--- config.mk ---
export PLATFORM = sky130hd
export DESIGN_NAME = hwpe_sm_addrgen
export DESIGN_NICKNAME = d
export VERILOG_FILES = /design/src/rtl/hwpe_sm_addrgen.sv
export SDC_FILE = /design/constraint.sdc
export NUM_CORES = 1
export LEC_CHECK = 0
export BUFFER_PORTS_ARGS = -buffer_cell sky130_fd_sc_hd__buf_2
export CAP_MARGIN = 10
export CORE_MARGIN = 8
export CORE_UTILIZATION = 45
export DETAILED_ROUTE_END_ITERATION = 10
export GPL_ROUTABILITY_DRIVEN = 0
export PLACE_DENSITY_LB_ADDON = 0.25
export RECOVER_POWER = 25
export SETUP_SLACK_MARGIN = 0.15
export SYNTH_ARGS = -nofsm -noshare
export SYNTH_HDL_FRONTEND = slang
export SYNTH_SLANG_ARGS = --single-unit
export TNS_END_PERCENT = 5
--- constraint.sdc ---
create_clock -name i_clk -period 6.72 [get_ports i_clk]
set_input_delay 1.008 -clock i_clk [delete_from_list [all_inputs] [get_ports i_clk]]
set_output_delay 1.008 -clock i_clk [all_outputs]
set_load 0.03 [all_outputs]
--- src/rtl/hwpe_sm_addrgen.sv ---
// Burst address generator: walks one catc burst beat by beat and translates each beat into
// N_PORTS interleaved cluster addresses through the pointer table; registered valid/ready output.
module hwpe_sm_addrgen #(
  parameter int CLUS_ADDR_WIDTH        = 32,
  parameter int CATC_ADDR_WIDTH        = 32,
  parameter int BASE_ALIGNMENT_BIT     = 6,
  parameter int N_POINTERS             = 4,
  parameter int N_PORTS                = 1,
  parameter int LEN_WIDTH              = 8,
  parameter int BANK_SIZE              = 4096,
  parameter int CONTINUOUS_WEIGHTS_SET = 1
) (
  input  logic                                  i_clk,
  input  logic                                  i_rst_n,
  input  logic                                  i_clear,
  input  logic [N_POINTERS*CLUS_ADDR_WIDTH-1:0] i_reg_hwpe_params,
  input  logic                                  i_req_valid,
  output logic                                  o_req_ready,
  input  logic [CATC_ADDR_WIDTH-1:0]            i_req_add,
  input  logic [LEN_WIDTH-1:0]                  i_req_len,
  input  logic [CATC_ADDR_WIDTH-1:0]            i_req_stride,
  output logic                                  o_out_valid,
  input  logic                                  i_out_ready,
  output logic [N_PORTS*CLUS_ADDR_WIDTH-1:0]    o_out_add,
  output logic [N_PORTS-1:0]                    o_out_err,
  output logic                                  o_out_last,
  output logic                                  o_done
);

  localparam int LOG_POINTERS = (N_POINTERS > 1) ? $clog2(N_POINTERS) : 1;
  localparam int LOG_PORTS    = $clog2(N_PORTS);
  localparam int CW           = CLUS_ADDR_WIDTH;
  localparam int AW           = CATC_ADDR_WIDTH;
  localparam int BAB          = BASE_ALIGNMENT_BIT;

  typedef enum logic [1:0] {S_IDLE, S_RUN, S_DONE} state_t;

  state_t                   r_state, w_next_state;
  logic [AW-1:0]            r_cur_add;
  logic [AW-1:0]            r_stride;
  logic [LEN_WIDTH-1:0]     r_rem;
  logic                     r_out_vld;
  logic [N_PORTS*CW-1:0]    r_out_add;
  logic [N_PORTS-1:0]       r_out_err;
  logic                     r_out_last;

  logic                     w_accept;
  logic                     w_gen;
  logic [BAB-1:0]           w_elem [N_PORTS];
  logic [LOG_POINTERS-1:0]  w_ptr  [N_PORTS];
  logic [CW-1:0]            w_base [N_PORTS];
  logic [CW-1:0]            w_off  [N_PORTS];
  logic [N_PORTS*CW-1:0]    w_lane_add;
  logic [N_PORTS-1:0]       w_lane_err;

  // Lane p sees the catc address with its lane id appended below it; an
  // unmatched pointer index leaves base at 0 and flags the lane.
  always_comb begin
    w_lane_add = '0;
    w_lane_err = '0;
    for (int p = 0; p < N_PORTS; p++) begin
      w_elem[p]     = BAB'((r_cur_add << LOG_PORTS) | AW'(p));
      w_ptr[p]      = LOG_POINTERS'(((r_cur_add << LOG_PORTS) | AW'(p)) >> BAB);
      w_base[p]     = '0;
      w_lane_err[p] = 1'b1;
      for (int k = 0; k < N_POINTERS; k++) begin
        if (w_ptr[p] == LOG_POINTERS'(k)) begin
          w_base[p]     = i_reg_hwpe_params[k*CW +: CW];
          w_lane_err[p] = 1'b0;
        end
      end
      w_off[p] = (CONTINUOUS_WEIGHTS_SET != 0) ? CW'(BANK_SIZE * 4 * p) : '0;
      w_lane_add[p*CW +: CW] = (((w_base[p] >> 2) + CW'(w_elem[p])) << 2) + w_off[p];
    end
  end

  always_comb begin
    w_next_state = r_state;
    w_accept     = 1'b0;
    w_gen        = 1'b0;
    case (r_state)
      S_IDLE: begin
        if (i_req_valid) begin
          w_accept     = 1'b1;
          w_next_state = (i_req_len != '0) ? S_RUN : S_DONE;
        end
      end
      S_RUN: begin
        w_gen = (r_rem != '0) && (!r_out_vld || i_out_ready);
        if (r_out_vld && i_out_ready && r_out_last) w_next_state = S_DONE;
      end
      S_DONE:  w_next_state = S_IDLE;
      default: w_next_state = S_IDLE;
    endcase
  end

  always_ff @(posedge i_clk or negedge i_rst_n) begin
    if (!i_rst_n) begin
      r_state    <= S_IDLE;
      r_cur_add  <= '0;
      r_stride   <= '0;
      r_rem      <= '0;
      r_out_vld  <= 1'b0;
      r_out_add  <= '0;
      r_out_err  <= '0;
      r_out_last <= 1'b0;
    end else if (i_clear) begin
      r_state    <= S_IDLE;
      r_cur_add  <= '0;
      r_stride   <= '0;
      r_rem      <= '0;
      r_out_vld  <= 1'b0;
      r_out_add  <= '0;
      r_out_err  <= '0;
      r_out_last <= 1'b0;
    end else begin
      r_state <= w_next_state;
      if (w_accept) begin
        r_cur_add <= i_req_add;
        r_rem     <= i_req_len;
        r_stride  <= i_req_stride;
      end
      // A beat already held and not yet taken keeps its payload untouched.
      if (w_gen) begin
        r_out_vld  <= 1'b1;
        r_out_add  <= w_lane_add;
        r_out_err  <= w_lane_err;
        r_out_last <= (r_rem == LEN_WIDTH'(1));
        r_cur_add  <= r_cur_add + r_stride;
        r_rem      <= r_rem - LEN_WIDTH'(1);
      end else if (r_out_vld && i_out_ready) begin
        r_out_vld  <= 1'b0;
        r_out_last <= 1'b0;
      end
    end
  end

  assign o_req_ready = (r_state == S_IDLE);
  assign o_done      = (r_state == S_DONE);
  assign o_out_valid = r_out_vld;
  assign o_out_add   = r_out_add;
  assign o_out_err   = r_out_err;
  assign o_out_last  = r_out_last;

endmodule

==> summary.md <==
| Metric | Value |
|---|---|
| Required time worst endpoint | `6180 ps` |
| Mapped cell area | `4380 µm²` |
| Reg2reg end | `o_out_add[22]` |
| Number of global-route vias before repair | `4424` |
| Hold Fails Final Rpt | `0` |
| Die Height | `115 µm` |
| Hold-fix buffers, CTS | `0` |
| CP peak stage delay | `2300 ps` |
| Largest net degree at the start of global routing | `60` |
| Final slew viol count | `60` |
| Clk slew on worst S/H paths | `70 ps` |
| IO buf count | `183` |
| DRT Wirelength | `13000 µm` |
| Number of diodes | `0` |
| Crit path cell chain | `buf_2 > clkbuf_1` |
| Final-stage net count | `834` |
| H-tree lvl count | `3` |
| Setup violation total in the final timing report | `0` |
| Status | `complete, but fails checks` |
| Filler instances | `925` |
| Wire length of the first global-routing pass | `21500 µm` |
| FF+latch area | `1480 µm²` |
| Final setup TNS | `0 ps` |
| Crit. path cell count | `2` |
| Row count | `36` |
| Nature of the critical path startpoint | `input port` |
| Min cycle time layout | `3950 ps` |
| Post-CTS setup buffers | `0` |
| WS Path Type | `input port to asynchronous set/reset pin` |
| Register-to-Register Path Depth | `8` |
| Max Buffers Root-to-Sink | `2` |
| Layout area overhead | `25.8%` |
| Period utilization | `58.7%` |
| Worst min path class | `flip-flop to flip-flop` |
| Clk Latency, worst-skew pair | `330 ps` |
| Num CTS Buffers | `9` |
| Cell Pwr Density | `238 nW/µm²` |
| Core area | `9590 µm²` |
| Max Freq | `253 MHz` |
| Clock Skew | `14.6 ps` |
| Delay-heaviest family, CP | `buffers and inverters` |
| DR iter-0 viols | `248` |
| Critical Path Sink | `r_cur_add[6]` |
| Initial core utilization | `45.7%` |
| Slew headroom | `-118%` |
| Crit path max fanout | `59` |
| Slowest stage cell, crit path | `clkbuf_1` |
| FF+latch count, synth | `59` |
| Most used DFF post-synth | `dfrtp_1` |
| Crit end category | `asynchronous set/reset pin` |
| Multi-input gate area | `2690 µm²` |
| Critical R2R Launch | `r_cur_add[6]` |
| Ports | `242` |
| Number of synthesized flops with an enable pin | `0` |
| CTS tree | `yes` |
| R2R setup slack | `3000 ps` |
| Max VDD drop | `0.0992 mV` |
| Total power | `1310 µW` |
| Total of max-cap violations | `1` |
| GR Util All Layers | `20.4%` |
| Root buffer cell | `clkbuf_8` |
| Gr ovfl total | `0` |
| WP data arrival | `3410 ps` |
| Syn_area_per_cell | `10.0 µm²` |
| Seq/Total Area, Yosys | `33.7%` |
| HPWL after DPL | `10100 µm` |
| Synth Instances | `437` |
| DRC Markers | `0` |
| Initial antenna violation count | `0` |
| Post-cts sizing count | `0` |
| Layout cell share with drive strength beyond 1 | `38.0%` |
| Yosys warnings | `0` |
| Via-to-Cell Ratio | `5.46` |
| Die ar. | `13200 µm²` |
| Buf+Inv Stages, Crit Path | `2` |
| WL per Instance | `17.4 µm` |
| Via count | `4081` |
| Critical Path Source | `i_rst_n` |
| Distinct cells, synth | `60` |
| Clock sinks | `59` |
| WHS Path Cells | `2` |
| Worst Tran Pin Value | `3270 ps` |
| Post-synth ARST share | `100%` |
| Pre-Repair DR Iteration Count | `4` |
| RSZ-0062 raised after global routing | `no` |
| Static Leak | `0.00268 µW` |
| Die span in x | `115 µm` |
| Post-route ant nets | `0` |
| Failing checks | `max-capacitance violations, max-slew violations` |
-- power breakdown --
| part | internal, µW | switching (µW) | total, µW | leakage [µW] |
|---|---|---|---|---|
| Clock | 153 | 147 | 300 | 0.0000884 |
| Sequential | 406 | 56.8 | 463 | 0.000792 |
| Combinational | 237 | 310 | 548 | 0.00180 |
-- final cells by class --
class	instances	share of cell area (%)
sequential	59	26.8
multi-input combinational	339	48.8
tap	133	3.02
timing repair buffer	188	17.2
clock inverter	4	0.454
clock buffer	12	2.81
inverter	13	0.885
-- worst min path at each step --
stage / end / slack [ps] / startpoint
after floorplan: r_rem[6] / 460 / r_rem[6]
after global placement: o_out_add[8] / 450 / o_out_add[8]
after detailed placement: o_out_add[8] / 450 / o_out_add[8]
after CTS: o_out_add[29] / 480 / o_out_add[29]
after global routing: o_out_add[24] / 500 / o_out_add[24]
final: o_out_add[29] / 480 / o_out_add[29]
-- routing by layer --
layer	vias to the layer above	GRT usage, %	wire length [µm]
met5	-	0	0
met4	0	8.23	318
li1	1955	-	-
met1	1959	25.2	5350
met3	25	4.32	856
met2	142	34.1	6510
-- kinds of logic after synthesis --
| family | after synthesis | synth area share (%) |
|---|---|---|
| AOI/OAI and AO/OA | 103 | 14.2 |
| xor gates and xnor gates | 28 | 5.59 |
| adders and majority gates | 19 | 5.76 |
| buffers and inverters | 40 | 5.17 |
| DFF | 59 | 33.7 |
| muxes | 32 | 17.1 |
| other | 1 | 0.0855 |
| and+or+nand+nor | 155 | 18.4 |
-- state kept, by name, summed over array words and instances (netlist names) --
name	flops
r_cur_add	8
o_out_err	1
o_out_last	1
r_rem	8
o_out_valid	1
r_stride	8
o_out_add	30
r_state	2
-- layout by cell type, fill, tap and decap left out, types with 3 or more instances in the layout --
cell / count
buf_2: 183
nand2_1: 67
dfrtp_1: 58
o21ai_0: 41
a21oi_1: 22
xor2_1: 20
nor2_1: 18
ha_1: 17
mux4_2: 16
mux4_1: 14
inv_1: 13
nand4_1: 13
nand3_1: 11
clkbuf_8: 11
xnor2_1: 8
nor2b_1: 5
a21o_1: 5
o21a_1: 5
o21ai_1: 5
or4_1: 4
a31oi_1: 4
nor3_1: 4
and2_1: 4
and3_1: 4
buf_4: 4
or2_2: 3
a22o_1: 3
o211ai_1: 3
nand2b_1: 3
a221o_1: 3
-- metrics by stage --
| stage | utilization, % | hold WS (ps) | instance area, µm² | worst slack, ps | cells |
|---|---|---|---|---|---|
| 2_1_floorplan | - | 464 | 4390 | 3620 | 438 |
| 3_3_place_gp | 55.6 | 451 | 5340 | 3040 | 732 |
| 3_5_place_dp | 55.6 | 450 | 5340 | 2950 | 732 |
| 4_1_cts | 57.5 | 483 | 5520 | 2920 | 748 |
| 5_1_grt | 57.5 | 502 | 5520 | 1960 | 748 |
| 6_report | 57.5 | 476 | 5520 | 2770 | 748 |
-- Yosys cell counts (5+ instances only) --
cell      number  area [µm²]
nand2_1       67         251
dfrtp_1       59        1480
o21ai_0       41         205
a21oi_1       22         110
xor2_1        20         175
nor2_1        18        67.6
ha_1          17         213
mux4_2        16         360
mux4_1        14         368
inv_1         13        48.8
nand4_1       13        81.3
clkbuf_1      11        41.3
nand3_1       11        55.1
xnor2_1        8        70.1
buf_2          6        30.0
a21o_1         5        37.5
buf_6          5        56.3
nor2b_1        5        31.3
o21a_1         5        37.5
o21ai_1        5        25.0
No activity file was read; power rests on OpenSTA's default activity.
